### src/rtl/axi_mm_ll_pkg.sv
// Purpose: shared constants for the AXI-MM logic-link channel buffers.
// Latency: n/a (constants and a compile-time helper only).
// Backpressure: n/a.
// Ports: none. Holds the channel packet widths, the default receive credit
// depth and the pointer-width helper used to size wrap-bit pointers.
package axi_mm_ll_pkg;

  // Channel packet widths in bits.
  localparam int AR_W = 49;
  localparam int AW_W = 49;
  localparam int W_W  = 149;
  localparam int R_W  = 135;
  localparam int B_W  = 6;

  // Receive buffer depth; the far-end transmitter starts with this many credits.
  localparam int LL_RX_DEPTH = 8;

  // Width of a FIFO pointer including the extra wrap bit.
  function automatic int ll_ptr_w(input int depth);
    return $clog2(depth) + 1;
  endfunction

endpackage

### src/rtl/axi_mm_ll_rx_mem.sv
// Purpose: DEPTH x WIDTH storage array for the logic-link receive FIFO.
// Latency: write lands on the next clk edge; read is combinational.
// Backpressure: none; the caller decides when writes are legal.
// Ports: clk, wr_en/wr_addr/wr_data write port, rd_addr/rd_data read port.
// Contents are deliberately not reset; the owner gates validity.
module axi_mm_ll_rx_mem #(
  parameter int WIDTH  = 149,
  parameter int DEPTH  = 8,
  parameter int ADDR_W = $clog2(DEPTH)
) (
  input  logic              clk,
  input  logic              wr_en,
  input  logic [ADDR_W-1:0] wr_addr,
  input  logic [WIDTH-1:0]  wr_data,
  input  logic [ADDR_W-1:0] rd_addr,
  output logic [WIDTH-1:0]  rd_data
);

  logic [WIDTH-1:0] mem [DEPTH];

  always_ff @(posedge clk) begin
    if (wr_en) begin
      mem[wr_addr] <= wr_data;
    end
  end

  assign rd_data = mem[rd_addr];

endmodule

### src/rtl/axi_mm_ll_rx_credit_fifo.sv
// Purpose: logic-link receive buffer for one AXI channel with credit return.
// Latency: push visible one cycle later (show-ahead); credit one cycle after pop.
// Backpressure: none upstream (credit based); a push while full is dropped and flagged.
// Ports:
//   clk_wr, rst_wr_n        clock and synchronous active-low reset
//   rx_online               link up; low flushes the buffer and suppresses credits
//   rxfifo_i_push/_data     one-cycle write strobe and word from the AIB receive path
//   user_valid/rxfifo_data  head word presented to packet-gen, show-ahead
//   user_ready              consumer accepts the head word
//   tx_i_credit             one-cycle credit pulse per consumed word
//   rx_overflow_sticky      push arrived while full; cleared only by reset
//   rx_fifo_level           occupancy 0..DEPTH
module axi_mm_ll_rx_credit_fifo
  import axi_mm_ll_pkg::*;
#(
  parameter  int WIDTH  = W_W,
  parameter  int DEPTH  = LL_RX_DEPTH,
  localparam int ADDR_W = $clog2(DEPTH)
) (
  input  logic              clk_wr,
  input  logic              rst_wr_n,
  input  logic              rx_online,
  input  logic              rxfifo_i_push,
  input  logic [WIDTH-1:0]  rxfifo_i_data,
  output logic              user_valid,
  output logic [WIDTH-1:0]  rxfifo_data,
  input  logic              user_ready,
  output logic              tx_i_credit,
  output logic              rx_overflow_sticky,
  output logic [ADDR_W:0]   rx_fifo_level
);

  localparam int PTR_W = ll_ptr_w(DEPTH);

  // Pointers carry a wrap bit above the index so full and empty are distinct.
  logic [PTR_W-1:0]  wr_ptr;
  logic [PTR_W-1:0]  rd_ptr;
  logic [PTR_W-1:0]  wr_ptr_nxt;
  logic [PTR_W-1:0]  rd_ptr_nxt;
  logic [ADDR_W-1:0] wr_idx;
  logic [ADDR_W-1:0] rd_idx;

  logic empty;
  logic full;
  logic pop;
  logic push_acc;
  logic push_drop;

  assign wr_idx = wr_ptr[ADDR_W-1:0];
  assign rd_idx = rd_ptr[ADDR_W-1:0];

  assign empty = (wr_ptr == rd_ptr);
  assign full  = (wr_idx == rd_idx) && (wr_ptr[ADDR_W] != rd_ptr[ADDR_W]);

  // Valid comes only from registered pointers, so user_ready never reaches it.
  assign user_valid = !empty;

  assign pop = user_valid && user_ready;

  // A pop in the same cycle frees the slot, so a push at full still lands.
  assign push_acc  = rxfifo_i_push && rx_online && (!full || pop);
  assign push_drop = rxfifo_i_push && rx_online && full && !pop;

  assign wr_ptr_nxt = wr_ptr + {{ADDR_W{1'b0}}, push_acc};
  assign rd_ptr_nxt = rd_ptr + {{ADDR_W{1'b0}}, pop};

  always_ff @(posedge clk_wr) begin
    if (!rst_wr_n) begin
      wr_ptr             <= '0;
      rd_ptr             <= '0;
      tx_i_credit        <= 1'b0;
      rx_overflow_sticky <= 1'b0;
      rx_fifo_level      <= '0;
    end else if (!rx_online) begin
      // Link down: drop everything held; the far end rebuilds its credits on link-up.
      wr_ptr        <= '0;
      rd_ptr        <= '0;
      tx_i_credit   <= 1'b0;
      rx_fifo_level <= '0;
    end else begin
      wr_ptr        <= wr_ptr_nxt;
      rd_ptr        <= rd_ptr_nxt;
      tx_i_credit   <= pop;
      rx_fifo_level <= wr_ptr_nxt - rd_ptr_nxt;
      if (push_drop) begin
        rx_overflow_sticky <= 1'b1;
      end
    end
  end

  axi_mm_ll_rx_mem #(
    .WIDTH  (WIDTH),
    .DEPTH  (DEPTH),
    .ADDR_W (ADDR_W)
  ) u_mem (
    .clk     (clk_wr),
    .wr_en   (push_acc),
    .wr_addr (wr_idx),
    .wr_data (rxfifo_i_data),
    .rd_addr (rd_idx),
    .rd_data (rxfifo_data)
  );

endmodule

### config.mk
export PLATFORM = sky130hd
export DESIGN_NAME = axi_mm_ll_rx_credit_fifo
export DESIGN_NICKNAME = d
export VERILOG_FILES = /design/src/rtl/axi_mm_ll_pkg.sv /design/src/rtl/axi_mm_ll_rx_mem.sv /design/src/rtl/axi_mm_ll_rx_credit_fifo.sv
export SDC_FILE = /design/constraint.sdc
export NUM_CORES = 1
export LEC_CHECK = 0
export CORE_UTILIZATION = 45
export DETAILED_ROUTE_END_ITERATION = 6
export PLACE_DENSITY = 0.66
export REMOVE_ABC_BUFFERS = 1
export SLEW_MARGIN = 40
export SYNTH_ARGS = -nofsm -noshare
export SYNTH_HDL_FRONTEND = slang
export SYNTH_HIERARCHICAL = 1
export SYNTH_SLANG_ARGS = --single-unit
### constraint.sdc
create_clock -name clk_wr -period 16.3 [get_ports clk_wr]
set_input_delay 2.445 -clock clk_wr [delete_from_list [all_inputs] [get_ports clk_wr]]
set_output_delay 2.445 -clock clk_wr [all_outputs]
set_load 0.1 [all_outputs]
==> results_dict.tcl, run 1 <==
set metrics [dict create \
    h-tree-depth 3 \
    final_cells 3586 \
    cts_setup_buffers 0 \
    async_flop_share 0 \
    antenna_left 0 \
    synthTopCellsByArea "edfxtp_1, mux4_2, mux2_2" \
    synth_compound_area_frac 0.000441 \
    drv_cap 0 \
    synthFlopType "edfxtp_1" \
    rows 116 \
    fin_area_mm2 0.0532 \
    hold_viol 0 \
    p_sw_mw 1.31 \
    worst_pin_slew_ns 0.850 \
    synth.distinct_cells 28 \
    synth-adder-area-share 0.00237 \
    synth_mux_area_frac 0.185 \
    power_frac_clock 0.410 \
    drc 0 \
    layout_commonest_cell "edfxtp_1" \
    core_area_mm2 0.100 \
    drt_iter0_markers 1547 \
    p_sw_frac 0.206 \
    p_comb_frac 0.048 \
    max_slew_margin 0.433 \
    areaGrowthSynthToFinish_pct 17.1 \
    hold_path_depth 1 \
    hpwl_um 49100 \
    power_density_mw_per_mm2 119 \
    worstReg2RegEnd "u_mem/mem[1][41]$_DFFE_PP_" \
    drive_gt1_frac 0.359 \
    critPathArrivalTime_ns 3.87 \
    period_share 0.388 \
    worstPathRequired_ns 13.86 \
    pre_cts_ws_ns 9.99 \
    r2r-start "rd_ptr[2]$_SDFF_PN0_" \
    synth_largest_area_cell "edfxtp_1" \
    route.vias.total 19845 \
    gp_congestion 0.710 \
    die_w_um 320 \
    dpl_cell_area_mm2 0.0494 \
    rrSetupSlack_ns 11.73 \
    setup_ws_ns 9.98 \
    rsz0062_at_grt "no" \
    ys_warn_count 6 \
    dieArea_mm2 0.102 \
    layout_common_cells "edfxtp_1, mux4_2, buf_2, clkdlybuf4s50_1, mux2_2" \
    port_buffers 309 \
    cp_max_fo 65 \
    synth_xor_area_frac 0.00193 \
    critical_path_class "register to output pin" \
    dp.cells 3367 \
    antenna_found_initial 11 \
    postCtsHoldBufs 0 \
    synth-edff-count 1192 \
    grt.overflow.total 0 \
    tritoncts "yes" \
    fin_nets 2352 \
    io_pins 310 \
    cts_resized 0 \
    synth-simple-area-share 0.00413 \
    root_buffer "clkbuf_16" \
    power.total_mw 6.34 \
    clock-sinks 1206 \
    max-clock-path-buffers 3 \
    synth_cells 1799 \
    whs_endpoint "rx_overflow_sticky$_SDFFE_PN0P_" \
    grt_pass1_wl_um 135000 \
    finClkSkew_ns 0.0211 \
    wl_per_cell_um 25.2 \
    worstHoldPathType "register to register" \
    leakagePower_nw 16.4 \
    clkTransAtPathRegs_ns 0.06 \
    syn_area_mm2 0.0454 \
    critPathLaunchType "register" \
    vias_per_cell 5.53 \
    track_usage 0.178 \
    yosys.area.top_type_share 0.788 \
    internal_power_mw 5.03 \
    slew_violations 0 \
    power_frac_seq 0.542 \
    avgSynthCellArea_um2 25.2 \
    max_freq_ghz 0.158 \
    fin_crit_ns 6.32 \
    ir_worst_vdd_mv 0.0881 \
    cts-buffers-inserted 117 \
    min_from "rx_overflow_sticky$_SDFFE_PN0P_" \
    synth_seq_cells 1206 \
    setup_violations 0 \
    grt_start_max_net_pins 69 \
    grt_pass1_vias 21312 \
    start_util 0.454 \
    seq_area_frac_synth 0.794 \
    worstSkewPairLatency_ns 0.68 \
    endpoint_kind "output pin" \
    status "complete, no violations" \
    fp.dieH_um 320 \
    synth_top_family_by_area "multiplexers" \
    totalWireLength_um 90300 \
    drt_pass1_iterations 5 \
    r2r_cells 9 \
]
-- final cells by class --
type	count	area, µm²
multi-input cells	507	8860
well taps	1298	1620
clock buffers	153	3130
inverters	3	11.3
clock inverters	63	586
flip-flops and latches	1206	36100
fillers	7509	46800
diodes	1	2.50
repair buffers	355	2880
-- critical path, cell delays in order (launching register included) --
cell     delay (ns)
dfxtp_4        0.52
buf_12         0.29
buf_6          0.60
buf_6          0.62
mux4_2         0.40
mux2_2         0.30
buf_2          0.30
-- power by group through the flow --
stage	clock network [mW]	registers (mW)	logic (mW)
after CTS	2.67	3.44	0.307
after detailed placement	0	3.50	0.306
final	2.60	3.44	0.302
after global routing	2.79	3.44	0.317
after floorplan	0	3.51	0.200
after global placement	0	3.50	0.315
-- synthesized netlist by cell type, types with 4 or more instances --
cell / count
and3_1: 4
edfxtp_1: 1192
buf_6: 25
xnor2_1: 7
nor2_1: 14
clkbuf_1: 18
ha_1: 7
buf_2: 25
mux2_2: 149
dfxtp_1: 14
mux4_2: 298
buf_1: 15
-- metrics by stage --
stage / utilization / hold slack (ns) / TNS [ns]
CTS: 0.531 / 0.478 / 0
detailed placement: 0.494 / 0.462 / 0
global route: 0.532 / 0.515 / 0
floorplan: - / 0.530 / -5210.41
global placement: 0.500 / 0.467 / 0
finish: 0.532 / 0.478 / 0
-- worst max path at each step --
stage | startpoint | endpoint | slack, ns | cells after the start
after floorplan | rd_ptr[0]$_SDFF_PN0_ | u_mem/mem[0][0]$_DFFE_PP_ | -7.39 | 6
final | rd_ptr[2]$_SDFF_PN0_ | rxfifo_data[41] | 9.98 | 6
after CTS | rd_ptr[2]$_SDFF_PN0_ | rxfifo_data[91] | 9.75 | 5
after detailed placement | rx_online | u_mem/mem[1][37]$_DFFE_PP_ | 9.99 | 7
after global routing | rd_ptr[2]$_SDFF_PN0_ | rxfifo_data[41] | 9.82 | 6
after global placement | rd_ptr[2]$_SDFF_PN0_ | rxfifo_data[32] | 9.36 | 5
-- logic make-up (layout without fill, tap and decap cells) --
| kind of cell | Yosys count | after routing |
|---|---|---|
| flops | 1206 | 1206 |
| mux | 448 | 448 |
| buf+inv | 86 | 574 |
| simple gates | 38 | 38 |
| xor+xnor | 10 | 10 |
| fa+ha+maj | 8 | 8 |
| compound gates | 3 | 3 |
| other cells | 0 | 1 |
-- layer usage --
| metal | track usage | up-vias | wire (µm) |
|---|---|---|---|
| li1 | - | 8536 | - |
| met1 | 0.239 | 10688 | 38000 |
| met2 | 0.297 | 461 | 45900 |
| met3 | 0.0370 | 140 | 4710 |
| met4 | 0.0427 | 20 | 1570 |
| met5 | 0 | - | 126 |
-- flip-flops by register name, indices dropped and copies added, names as in the netlist --
name,count
u_mem/mem,1192
wr_ptr,4
tx_i_credit,1
rd_ptr,4
rx_fifo_level,4
rx_overflow_sticky,1
(Power assumes the default switching activity.)
==> inputs of run 2 (changes only) <==
==> constraint.sdc (replaced) <==
create_clock -name clk_wr -period 6 [get_ports clk_wr]
set_input_delay 0.9 -clock clk_wr [delete_from_list [all_inputs] [get_ports clk_wr]]
set_output_delay 0.9 -clock clk_wr [all_outputs]
set_load 0.1 [all_outputs]
==> results_dict.tcl, run 2 (synthesized netlist as in run 1, its figures left out) <==
set metrics [dict create \
    antenna_left 0 \
    grt_pass1_wl_um 136000 \
    grt.overflow.total 0 \
    finClkSkew_ns 0.0127 \
    rsz0062_at_grt "no" \
    critPathLaunchType "register" \
    layout_common_cells "edfxtp_1, mux4_2, buf_2, clkdlybuf4s50_1, mux2_2" \
    clkTransAtPathRegs_ns 0.06 \
    clock-sinks 1206 \
    final_cells 3594 \
    rows 116 \
    endpoint_kind "output pin" \
    grt_pass1_vias 21611 \
    route.vias.total 19878 \
    hold_viol 0 \
    drt_iter0_markers 1418 \
    status "complete, no violations" \
    io_pins 310 \
    postCtsHoldBufs 0 \
    fin_crit_ns 4.07 \
    max_freq_ghz 0.246 \
    ir_worst_vdd_mv 0.263 \
    root_buffer "clkbuf_16" \
    port_buffers 309 \
    dieArea_mm2 0.102 \
    grt_start_max_net_pins 89 \
    power_density_mw_per_mm2 324 \
    worstHoldPathType "register to register" \
    dp.cells 3373 \
    layout_commonest_cell "edfxtp_1" \
    wl_per_cell_um 25.3 \
    cpPeakStageDelay_ns 0.62 \
    max-clock-path-buffers 3 \
    critical_path_class "register to output pin" \
    setup_ws_ns 1.93 \
    largest_reg_flops 1192 \
    h-tree-depth 3 \
    cp_max_fo 22 \
    hpwl_um 49400 \
    max_slew_margin 0.492 \
    leakagePower_nw 16.5 \
    vias_per_cell 5.53 \
    fp.dieH_um 320 \
    areaGrowthSynthToFinish_pct 17.5 \
    worst_pin_slew_ns 0.762 \
    totalWireLength_um 90800 \
    antenna_found_initial 10 \
    setup_tns_ns 0 \
    core_area_mm2 0.100 \
    gp_congestion 0.691 \
    fin_nets 2356 \
    worstPathRequired_ns 5.10 \
    setup_violations 0 \
    cts_setup_buffers 0 \
    drive_gt1_frac 0.362 \
    drv_cap 0 \
    period_share 0.678 \
    top_register "u_mem/mem" \
    cts-buffers-inserted 117 \
    drt_pass1_iterations 5 \
    drc 0 \
    cts_resized 0 \
    track_usage 0.180 \
    critPathArrivalTime_ns 3.17 \
    tritoncts "yes" \
    power.total_mw 17.3 \
    die_w_um 320 \
    start_util 0.454 \
    slew_violations 0 \
    worst_path_max_delay_cell "dfxtp_4" \
    whs_ns 0.483 \
    pre_cts_ws_ns 2.45 \
    worstSkewPairLatency_ns 0.70 \
    path_cells "buf_12 -> buf_4 -> mux4_2 -> mux2_2 -> buf_2" \
]
[run 2: layout make-up]
type                    count  area, µm²
diodes                      3       7.51
clock buffers             139       3090
clock inverters            79        664
fillers                  7470      46600
inverters                   3       11.3
multi-input cells         507       8860
flip-flops and latches   1206      36100
well taps                1298       1620
repair buffers            359       3040
[run 2: through the flow]
step | util | cell area [µm²]
final | 0.534 | 53400
after CTS | 0.534 | 53400
after floorplan | - | 44900
after global routing | 0.534 | 53400
after global placement | 0.503 | 50300
after detailed placement | 0.496 | 49600
[run 2: power by group]
group,internal [mW],switching (mW)
sequential,9.32,0.0150
combinational,0.234,0.588
clock,4.09,3.03
total,13.6,3.63
[run 2: per-layer routing]
| layer | up-vias | global-route usage | share of wire |
|---|---|---|---|
| met4 | 16 | 0.0512 | 0.017 |
| li1 | 8544 | - | - |
| met1 | 10707 | 0.235 | 0.41 |
| met5 | - | 0 | 0.0011 |
| met3 | 119 | 0.0397 | 0.059 |
| met2 | 492 | 0.303 | 0.51 |
[run 2: worst paths after layout]
| path | start | end | slack [ns] | cells after the start |
|---|---|---|---|---|
| worst min-delay path | rx_overflow_sticky$_SDFFE_PN0P_ | rx_overflow_sticky$_SDFFE_PN0P_ | 0.48 | 1 |
| worst min register to register | rx_overflow_sticky$_SDFFE_PN0P_ | rx_overflow_sticky$_SDFFE_PN0P_ | 0.48 | 1 |
| worst max register to register | rd_ptr[2]$_SDFF_PN0_ | rx_fifo_level[3]$_SDFF_PN0_ | 2.57 | 12 |
| worst max-delay path | rd_ptr[0]$_SDFF_PN0_ | rxfifo_data[130] | 1.93 | 5 |
[run 2: worst max-delay path, delay by kind of cell (launching register included)]
| family | cells | cell delay, ns |
|---|---|---|
| buf+inv | 3 | 0.93 |
| flops | 1 | 0.62 |
| mux | 2 | 0.84 |
